File: src/rtl/or_arb_pkg.sv
// rtl/or_arb_pkg.sv - shared types and constants for the OR-unit arbiter
package or_arb_pkg;

  localparam int DATA_W  = 8;
  localparam int STATS_W = 16;

  typedef enum logic [1:0] {
    IDLE = 2'd0,
    EXEC = 2'd1,
    RESP = 2'd2
  } or_arb_state_t;

endpackage

File: src/rtl/or_gate_8bit.sv
// rtl/or_gate_8bit.sv - shared 8-bit bitwise OR datapath
import or_arb_pkg::*;

module or_gate_8bit (
  input  logic [DATA_W-1:0] a,
  input  logic [DATA_W-1:0] b,
  output logic [DATA_W-1:0] outY
);

  // purely combinational bitwise OR
  always_comb begin
    outY = a | b;
  end

endmodule

File: src/rtl/rr_pick.sv
// rtl/rr_pick.sv - combinational round-robin picker, one-hot grant
import or_arb_pkg::*;

module rr_pick #(
  parameter int N    = 4,
  parameter int ID_W = $clog2(N)
) (
  input  logic [N-1:0]    reqValid,
  input  logic [ID_W-1:0] rrPtr,
  output logic [N-1:0]    grant,
  output logic            any
);

  localparam logic [ID_W:0] NUM = (ID_W+1)'(N);

  logic [ID_W:0]   sum;
  logic [ID_W-1:0] idx;

  // scan from rrPtr upward, wrapping at N; first valid requester wins
  always_comb begin
    grant = '0;
    any   = 1'b0;
    sum   = '0;
    idx   = '0;
    for (int k = 0; k < N; k++) begin
      sum = {1'b0, rrPtr} + (ID_W+1)'(k);
      if (sum >= NUM) begin
        sum = sum - NUM;
      end
      idx = sum[ID_W-1:0];
      if (!any && reqValid[idx]) begin
        grant[idx] = 1'b1;
        any        = 1'b1;
      end
    end
  end

endmodule

File: src/rtl/or_unit_arbiter.sv
// rtl/or_unit_arbiter.sv - round-robin sequencer for one shared OR unit (option: OR_ARB_STATS_EN)
import or_arb_pkg::*;

module or_unit_arbiter #(
  parameter int NUM_REQ = 4,
  parameter int ID_W    = $clog2(NUM_REQ)
) (
  input  logic                      clk,
  input  logic                      rst,
  input  logic [NUM_REQ-1:0]        reqValid,
  output logic [NUM_REQ-1:0]        reqReady,
  input  logic [NUM_REQ*DATA_W-1:0] reqA,
  input  logic [NUM_REQ*DATA_W-1:0] reqB,
  output logic                      respValid,
  input  logic                      respReady,
  output logic [DATA_W-1:0]         respData,
  output logic [ID_W-1:0]           respId,
  output logic [STATS_W-1:0]        statsOps
);

  or_arb_state_t state, next_state;

  logic [ID_W-1:0]    rrPtr;
  logic [NUM_REQ-1:0] grant;
  logic               any;
  logic [ID_W-1:0]    winId;
  logic [DATA_W-1:0]  selA, selB;
  logic [DATA_W-1:0]  opA, opB;
  logic [ID_W-1:0]    opId;
  logic [DATA_W-1:0]  outY;

  rr_pick #(.N(NUM_REQ), .ID_W(ID_W)) u_pick (
    .reqValid (reqValid),
    .rrPtr    (rrPtr),
    .grant    (grant),
    .any      (any)
  );

  or_gate_8bit u_or (
    .a    (opA),
    .b    (opB),
    .outY (outY)
  );

  // encode the one-hot grant and mux the winner's operands
  always_comb begin
    winId = '0;
    selA  = '0;
    selB  = '0;
    for (int i = 0; i < NUM_REQ; i++) begin
      if (grant[i]) begin
        winId = winId | ID_W'(i);
        selA  = selA | reqA[i*DATA_W +: DATA_W];
        selB  = selB | reqB[i*DATA_W +: DATA_W];
      end
    end
  end

  // state register
  always_ff @(posedge clk) begin
    if (rst) state <= IDLE;
    else     state <= next_state;
  end

  // next-state and handshake outputs; ready only from IDLE and never in reset
  always_comb begin
    next_state = state;
    reqReady   = '0;
    respValid  = 1'b0;
    case (state)
      IDLE: begin
        if (!rst) reqReady = grant;
        if (any)  next_state = EXEC;
      end
      EXEC: next_state = RESP;
      RESP: begin
        respValid = 1'b1;
        if (respReady) next_state = IDLE;
      end
      default: next_state = IDLE;
    endcase
  end

  // operand capture, result capture and round-robin pointer advance
  always_ff @(posedge clk) begin
    if (rst) begin
      rrPtr    <= '0;
      opA      <= '0;
      opB      <= '0;
      opId     <= '0;
      respData <= '0;
      respId   <= '0;
    end else begin
      if (state == IDLE && any) begin
        opA  <= selA;
        opB  <= selB;
        opId <= winId;
      end
      if (state == EXEC) begin
        respData <= outY;
        respId   <= opId;
      end
      if (state == RESP && respReady) begin
        rrPtr <= (respId == ID_W'(NUM_REQ - 1)) ? '0 : respId + 1'b1;
      end
    end
  end

`ifdef OR_ARB_STATS_EN
  logic [STATS_W-1:0] ops_q;

  // saturating count of completed response handshakes
  always_ff @(posedge clk) begin
    if (rst)                                         ops_q <= '0;
    else if (respValid && respReady && ops_q != '1)  ops_q <= ops_q + 1'b1;
  end

  assign statsOps = ops_q;
`else
  assign statsOps = '0;
`endif

endmodule

File: config.mk
export PLATFORM = sky130hd
export DESIGN_NAME = or_unit_arbiter
export DESIGN_NICKNAME = d
export VERILOG_FILES = /design/src/rtl/or_arb_pkg.sv /design/src/rtl/or_gate_8bit.sv /design/src/rtl/rr_pick.sv /design/src/rtl/or_unit_arbiter.sv
export SDC_FILE = /design/constraint.sdc
export NUM_CORES = 1
export LEC_CHECK = 0
export CAP_MARGIN = 15
export CORE_MARGIN = 2
export CORE_UTILIZATION = 30
export CTS_CLUSTER_DIAMETER = 200
export DETAILED_ROUTE_END_ITERATION = 10
export HOLD_SLACK_MARGIN = 0.1
export SETUP_SLACK_MARGIN = 0.15
export SLEW_MARGIN = 10
export SYNTH_ARGS = -nofsm -noshare
export SYNTH_HDL_FRONTEND = slang
export SYNTH_HIERARCHICAL = 1
export SYNTH_SLANG_ARGS = --single-unit
File: constraint.sdc
create_clock -name clk -period 3.9 [get_ports clk]
set_input_delay 0.78 -clock clk [delete_from_list [all_inputs] [get_ports clk]]
set_output_delay 0.78 -clock clk [all_outputs]
set_load 0.05 [all_outputs]
# Word level (Yosys, flattened, before mapping)
# Index checks and enable logic that the tools add are counted.
dict set report word_totals {
  register_bits 32
  inputBits 71
  output_inout_bits 31
  elab_cells 102
}
dict set report op_classes {
  n_addsub 8
  order_cmp 12
  n_eq_ne 5
  muxes 46
  n_bitwise 10
  n_reduce_logical 14
}
# op n
set op_table {}
lappend op_table {{$mux W8} 8}
lappend op_table {{$or A8 B8 Y8} 7}
lappend op_table {{$mux W4} 6}
lappend op_table {{$mux W2} 9}
lappend op_table {{$mux W1} 14}
lappend op_table {{$lt A2 B3 Y1 const B} 4}
lappend op_table {{$or A4 B4 Y4} 3}
lappend op_table {{$ge A3 B3 Y1 const B} 3}
lappend op_table {{$logic_and A1 B1 Y1} 9}
lappend op_table {{$bmux W1 S2} 4}
lappend op_table {{$demux W1 S2} 4}
lappend op_table {{$ge A2 B1 Y1 const B} 4}
lappend op_table {{$sub A2 B1 Y2 const B} 4}
lappend op_table {{$add A2 B2 Y3 const B} 2}
lappend op_table {{$pmux W2 S3} 1}
lappend op_table {{$eq A2 B2 Y1 const B} 2}
lappend op_table {{$ne A2 B2 Y1 const B} 2}
lappend op_table {{$add A2 B1 Y3 const B} 1}
lappend op_table {{$ge A2 B3 Y1 const B} 1}
lappend op_table {{$logic_not A1 Y1} 3}
lappend op_table {{$add A2 B1 Y2 const B} 1}
lappend op_table {{$eq A2 B1 Y1 const B} 1}
lappend op_table {{$logic_not A2 Y1} 1}
lappend op_table {{$reduce_and A2 Y1} 1}

# Logic depth before layout (Yosys ltp)
dict set report logic_depth {
  word_depth 21
  depth_mapped 12
  mapped_depth_nobuf 8
}

# Hierarchy
# Netlist, hierarchy kept.
# mod instances cells_per_inst area_each_um2 seq_area_each_um2
set by_module_without_submodules {}
lappend by_module_without_submodules {or_unit_arbiter 1 185 1650.3 640.6}
lappend by_module_without_submodules {rr_pick 1 62 508.0 0.0}
lappend by_module_without_submodules {or_gate_8bit 1 8 50.0 0.0}

# Worst setup path before layout
# No wires, ideal clock.
dict set report synth_timing {
  kind {input port to output port}
  start {input reqValid[2]}
  end {output reqReady[3]}
  arrival_time_ns 2.840
  t_required_ns 3.120
  path_slack_ns 0.280
  path_stages 8
  path_buffers 3
  path_cell_list {buf_2 or3b_1 a2111oi_2 or3_4 o2bb2ai_1 buf_2 clkbuf_1 and2_1}
}
dict set report synth_via {
  elab_chain_cells 14
  elab_cells_between_ends 26
  classes_between {mux (17); bitwise (3); reduce/logical (6)}
}
# item line_no
set synth_rtl {}
lappend synth_rtl {{start: declaration} or_unit_arbiter.sv:10} ;# input logic [NUM_REQ-1:0] reqValid,
lappend synth_rtl {{$bmux W1 S2} rr_pick.sv:31} ;# if (!any && reqValid[idx]) begin
lappend synth_rtl {{$mux W1 (implied by the code)} rr_pick.sv:31}
lappend synth_rtl {{$mux W1} rr_pick.sv:31}
lappend synth_rtl {{$logic_not A1 Y1} rr_pick.sv:31}
lappend synth_rtl {{$logic_and A1 B1 Y1} rr_pick.sv:31}
lappend synth_rtl {{$mux W1} rr_pick.sv:31}
lappend synth_rtl {{$logic_not A1 Y1} rr_pick.sv:31}
lappend synth_rtl {{$logic_and A1 B1 Y1} rr_pick.sv:31}
lappend synth_rtl {{$mux W1} rr_pick.sv:31}
lappend synth_rtl {{$logic_not A1 Y1} rr_pick.sv:31}
lappend synth_rtl {{$logic_and A1 B1 Y1} rr_pick.sv:31}
lappend synth_rtl {{$mux W4 (*)} rr_pick.sv:31}
lappend synth_rtl {{via grant[3]} or_unit_arbiter.sv:24} ;# logic [NUM_REQ-1:0] grant;
lappend synth_rtl {{$mux W4 (*)} or_unit_arbiter.sv:72} ;# if (!rst) reqReady = grant;
lappend synth_rtl {{$mux W4 (*)} or_unit_arbiter.sv:70} ;# case (state)
lappend synth_rtl {{end: declaration} or_unit_arbiter.sv:11} ;# output logic [NUM_REQ-1:0] reqReady,
# Mark *: on every way through the listed nets, which the timed path passes. The rest lies on a longest branch. The select of a mux whose other input is x is not followed.

# Final worst setup path
# Same ends and word-level chain as after synthesis.

==> metrics <==
clock sinks 32; flops & latches, synth 32; Critical Path End Type output pin; DR vias 2100; max_cap viols 0; Max Fclk 277.1 MHz; post-route ant nets 0; max-slew violations 0; Final Hold Fails 0; period utilization 0.9253; layout cells sized above 1 0.1201; HP Start opId[1]; critical path startpoint reqValid[2]; DRT iter0 DRCs 130; Post-synth ARST share 0; hold depth 2; # rows 31; power per cell area 339.4 mW/mm^2; global-route wire length before repair 10110 um; Syn Area/Cell 8.660 um^2; hold crit path type flop to flop; root buf cell clkbuf_8; final RePlAce weighted congestion 0.8689; status finished, final reports clean; leak pwr 1.170 nW; Clk pwr share 0.242; dpl cells 424; H-tree depth 2; reg-to-reg critical path startpoint rrPtr[1]; R2R cell count 10; CTS tree done; CP Max Fanout 9; Yosys Warn Count 6; area grow syn2layout 44.36%; Setup Fix Bufs, Post-CTS 0; FF-to-FF setup slack 1.00 ns; Clock Path Buffers 2; Starting Density 0.3078; Most used DFF post-synth dfxtp_1; Slew HR 0.5787; first-pass iteration count of the detailed router 4; initial antenna violation count 0; Critical Path Max Stage Delay 0.55 ns; CP required 3.12 ns; total wire length 6259 um; Post-synth EDFFs 0; Net count, final 410; core area 0.007176 mm^2; Worst Hold Path EP respId[1]; type of origin of the critical path input pin; Layout Skew 0.003156 ns; Crit Path Category input pin to output pin; Clock Latency Late Sink 0.28 ns; fin cells 432; critical path arrival 2.83 ns; largest net degree at the start of global routing 38; Die Area 0.008063 mm^2; Remaining DRCs 0; clock slew at reported path FFs 0.06 ns; Die X-Extent 89.80 um; IO Pins 102; RSZ-0062 raised after global routing no; DPL Wire Length 4664 um; post-DR wirelength/cell 14.49 um; Crit Reg-Reg Endpoint opB[5]; port bufs 85; Synth top area share 0.2901; switch share 0.3577; Synth top cells by count a22oi_1 (32), dfxtp_1 (32), nor2_1 (26); Vias/cell 4.861; GRT Residual Overflow 0; height of the chip 89.80 um; final setup TNS 0 ns; antenna diode count 0; internal power 0.6949 mW; sequential cell area fraction in the yosys report 0.2901; Total GRT Usage 0.1555; Peak supply drop 130.6 uV; post-synth top area cell dfxtp_1; Core Util, Final 0.4443; actual slew at the worst max-slew pin 0.6306 ns; TritonCTS Buffers 5; largest cells by area after synthesis dfxtp_1 (29%), a22oi_1 (11%), a311oi_2 (6.1%); vias in the first global route 2002; FILL cells 710; Netlist cell types 40; P_sw 0.3871 mW; Sequential Power Share 0.363; slowest stage cell, crit path clkdlybuf4s50_1; fin crit period 3.609 ns; Syn Inst Count 255; crit path cell chain clkdlybuf4s50_1, or3b_1, a2111oi_2, or3_4, o2bb2ai_1, and2_1, buf_12; Logic pwr share 0.395; Mapped Area 0.002208 mm^2; Final Setup Violations 0
-- through the flow --
step	hold slack (ns)	total power, mW	setup slack (ns)	cell area (um^2)
after floorplan	0.4323	0.6882	0.2799	2265
after global placement	0.4410	0.8271	0.2767	3093
after detailed placement	0.4458	0.8308	0.2797	3093
after CTS	0.4560	1.098	0.2561	3186
after global routing	0.4759	1.145	0.1662	3188
final	0.4521	1.082	0.2912	3188
-- worst max path at each step --
stage / slack [ns] / endpoint / cells past startpoint
after floorplan: 0.28 / reqReady[3] / 8
after global routing: 0.17 / reqReady[1] / 7
final: 0.29 / reqReady[3] / 7
after global placement: 0.28 / reqReady[1] / 7
after detailed placement: 0.28 / reqReady[1] / 7
after CTS: 0.26 / reqReady[1] / 7
-- layer usage --
layer / vias to the layer above / share of wire / global-route usage
li1: 1067 / - / -
met1: 950 / 0.45 / 0.1926
met2: 78 / 0.47 / 0.2626
met3: 5 / 0.075 / 0.05532
met4: 0 / 0.0086 / 0.03077
met5: - / 0 / 0
-- worst max-delay path: cells and delay by family --
| kind | cells | cell delay (ns) |
|---|---|---|
| buffers and inverters | 2 | 0.70 |
| AND/OR/NAND/NOR | 3 | 0.84 |
| AO/OA/AOI/OAI | 2 | 0.50 |
-- flip-flops by register name (all words and copies together) (netlist names) --
register  count
state         2
respId        2
opId          2
opA           8
rrPtr         2
opB           8
respData      8
-- cell families after synthesis --
| kind of cell | synth area share |
|---|---|
| simple gates | 0.1960 |
| compound gates | 0.3003 |
| buf+inv | 0.1150 |
| flops | 0.2901 |
| mux | 0.05722 |
| fa+ha+maj | 0.03966 |
| other cells | 0.001698 |
-- placed cells by master (no fill, tap or decap), types with 2 or more instances in the layout --
| master | netlist | layout |
|---|---|---|
| a311oi_1 | 7 | 7 |
| nand3b_1 | 2 | 2 |
| o2bb2ai_1 | 4 | 4 |
| a311oi_2 | 9 | 9 |
| buf_12 | 0 | 4 |
| nor3_1 | 2 | 2 |
| dfxtp_1 | 32 | 32 |
| nand2_1 | 25 | 25 |
| a211oi_1 | 2 | 2 |
| buf_4 | 17 | 8 |
| o22ai_1 | 6 | 6 |
| nor2_1 | 26 | 26 |
| a2111oi_2 | 2 | 2 |
| nor2b_1 | 3 | 3 |
| mux2_2 | 3 | 3 |
| mux2i_1 | 7 | 7 |
| clkdlybuf4s50_1 | 0 | 80 |
| inv_1 | 2 | 2 |
| a211oi_2 | 2 | 2 |
| clkinv_2 | 0 | 2 |
| or2_1 | 8 | 8 |
| and2_1 | 4 | 4 |
| a21oi_1 | 12 | 12 |
| clkbuf_8 | 0 | 6 |
| conb_1 | 1 | 16 |
| ha_1 | 7 | 7 |
| nand2b_1 | 7 | 7 |
| a22oi_1 | 32 | 32 |
-- power by group through the flow --
stage	logic [mW]	clock network (mW)	registers (mW)
global route	0.463	0.283	0.398
detailed placement	0.429	0	0.402
global placement	0.426	0	0.401
floorplan	0.262	0	0.426
finish	0.427	0.261	0.393
CTS	0.431	0.273	0.394
-- layout make-up --
type                       count  area [um^2]  share of cell area
sequential                    32        640.6              0.2009
inverter                       2        7.507            0.002355
timing repair buffer          93        953.4              0.2991
clock buffer                   6        82.58             0.02590
multi-input combinational    198         1370              0.4297
tap                           99        123.9             0.03885
clock inverter                 2        10.01            0.003140
-- timing repair --
action	in CTS	in global routing
resized for setup	0	1
endpoints found under the setup margin	0	3
hold buffers	0	0
Power figures use the tool's default switching activity.
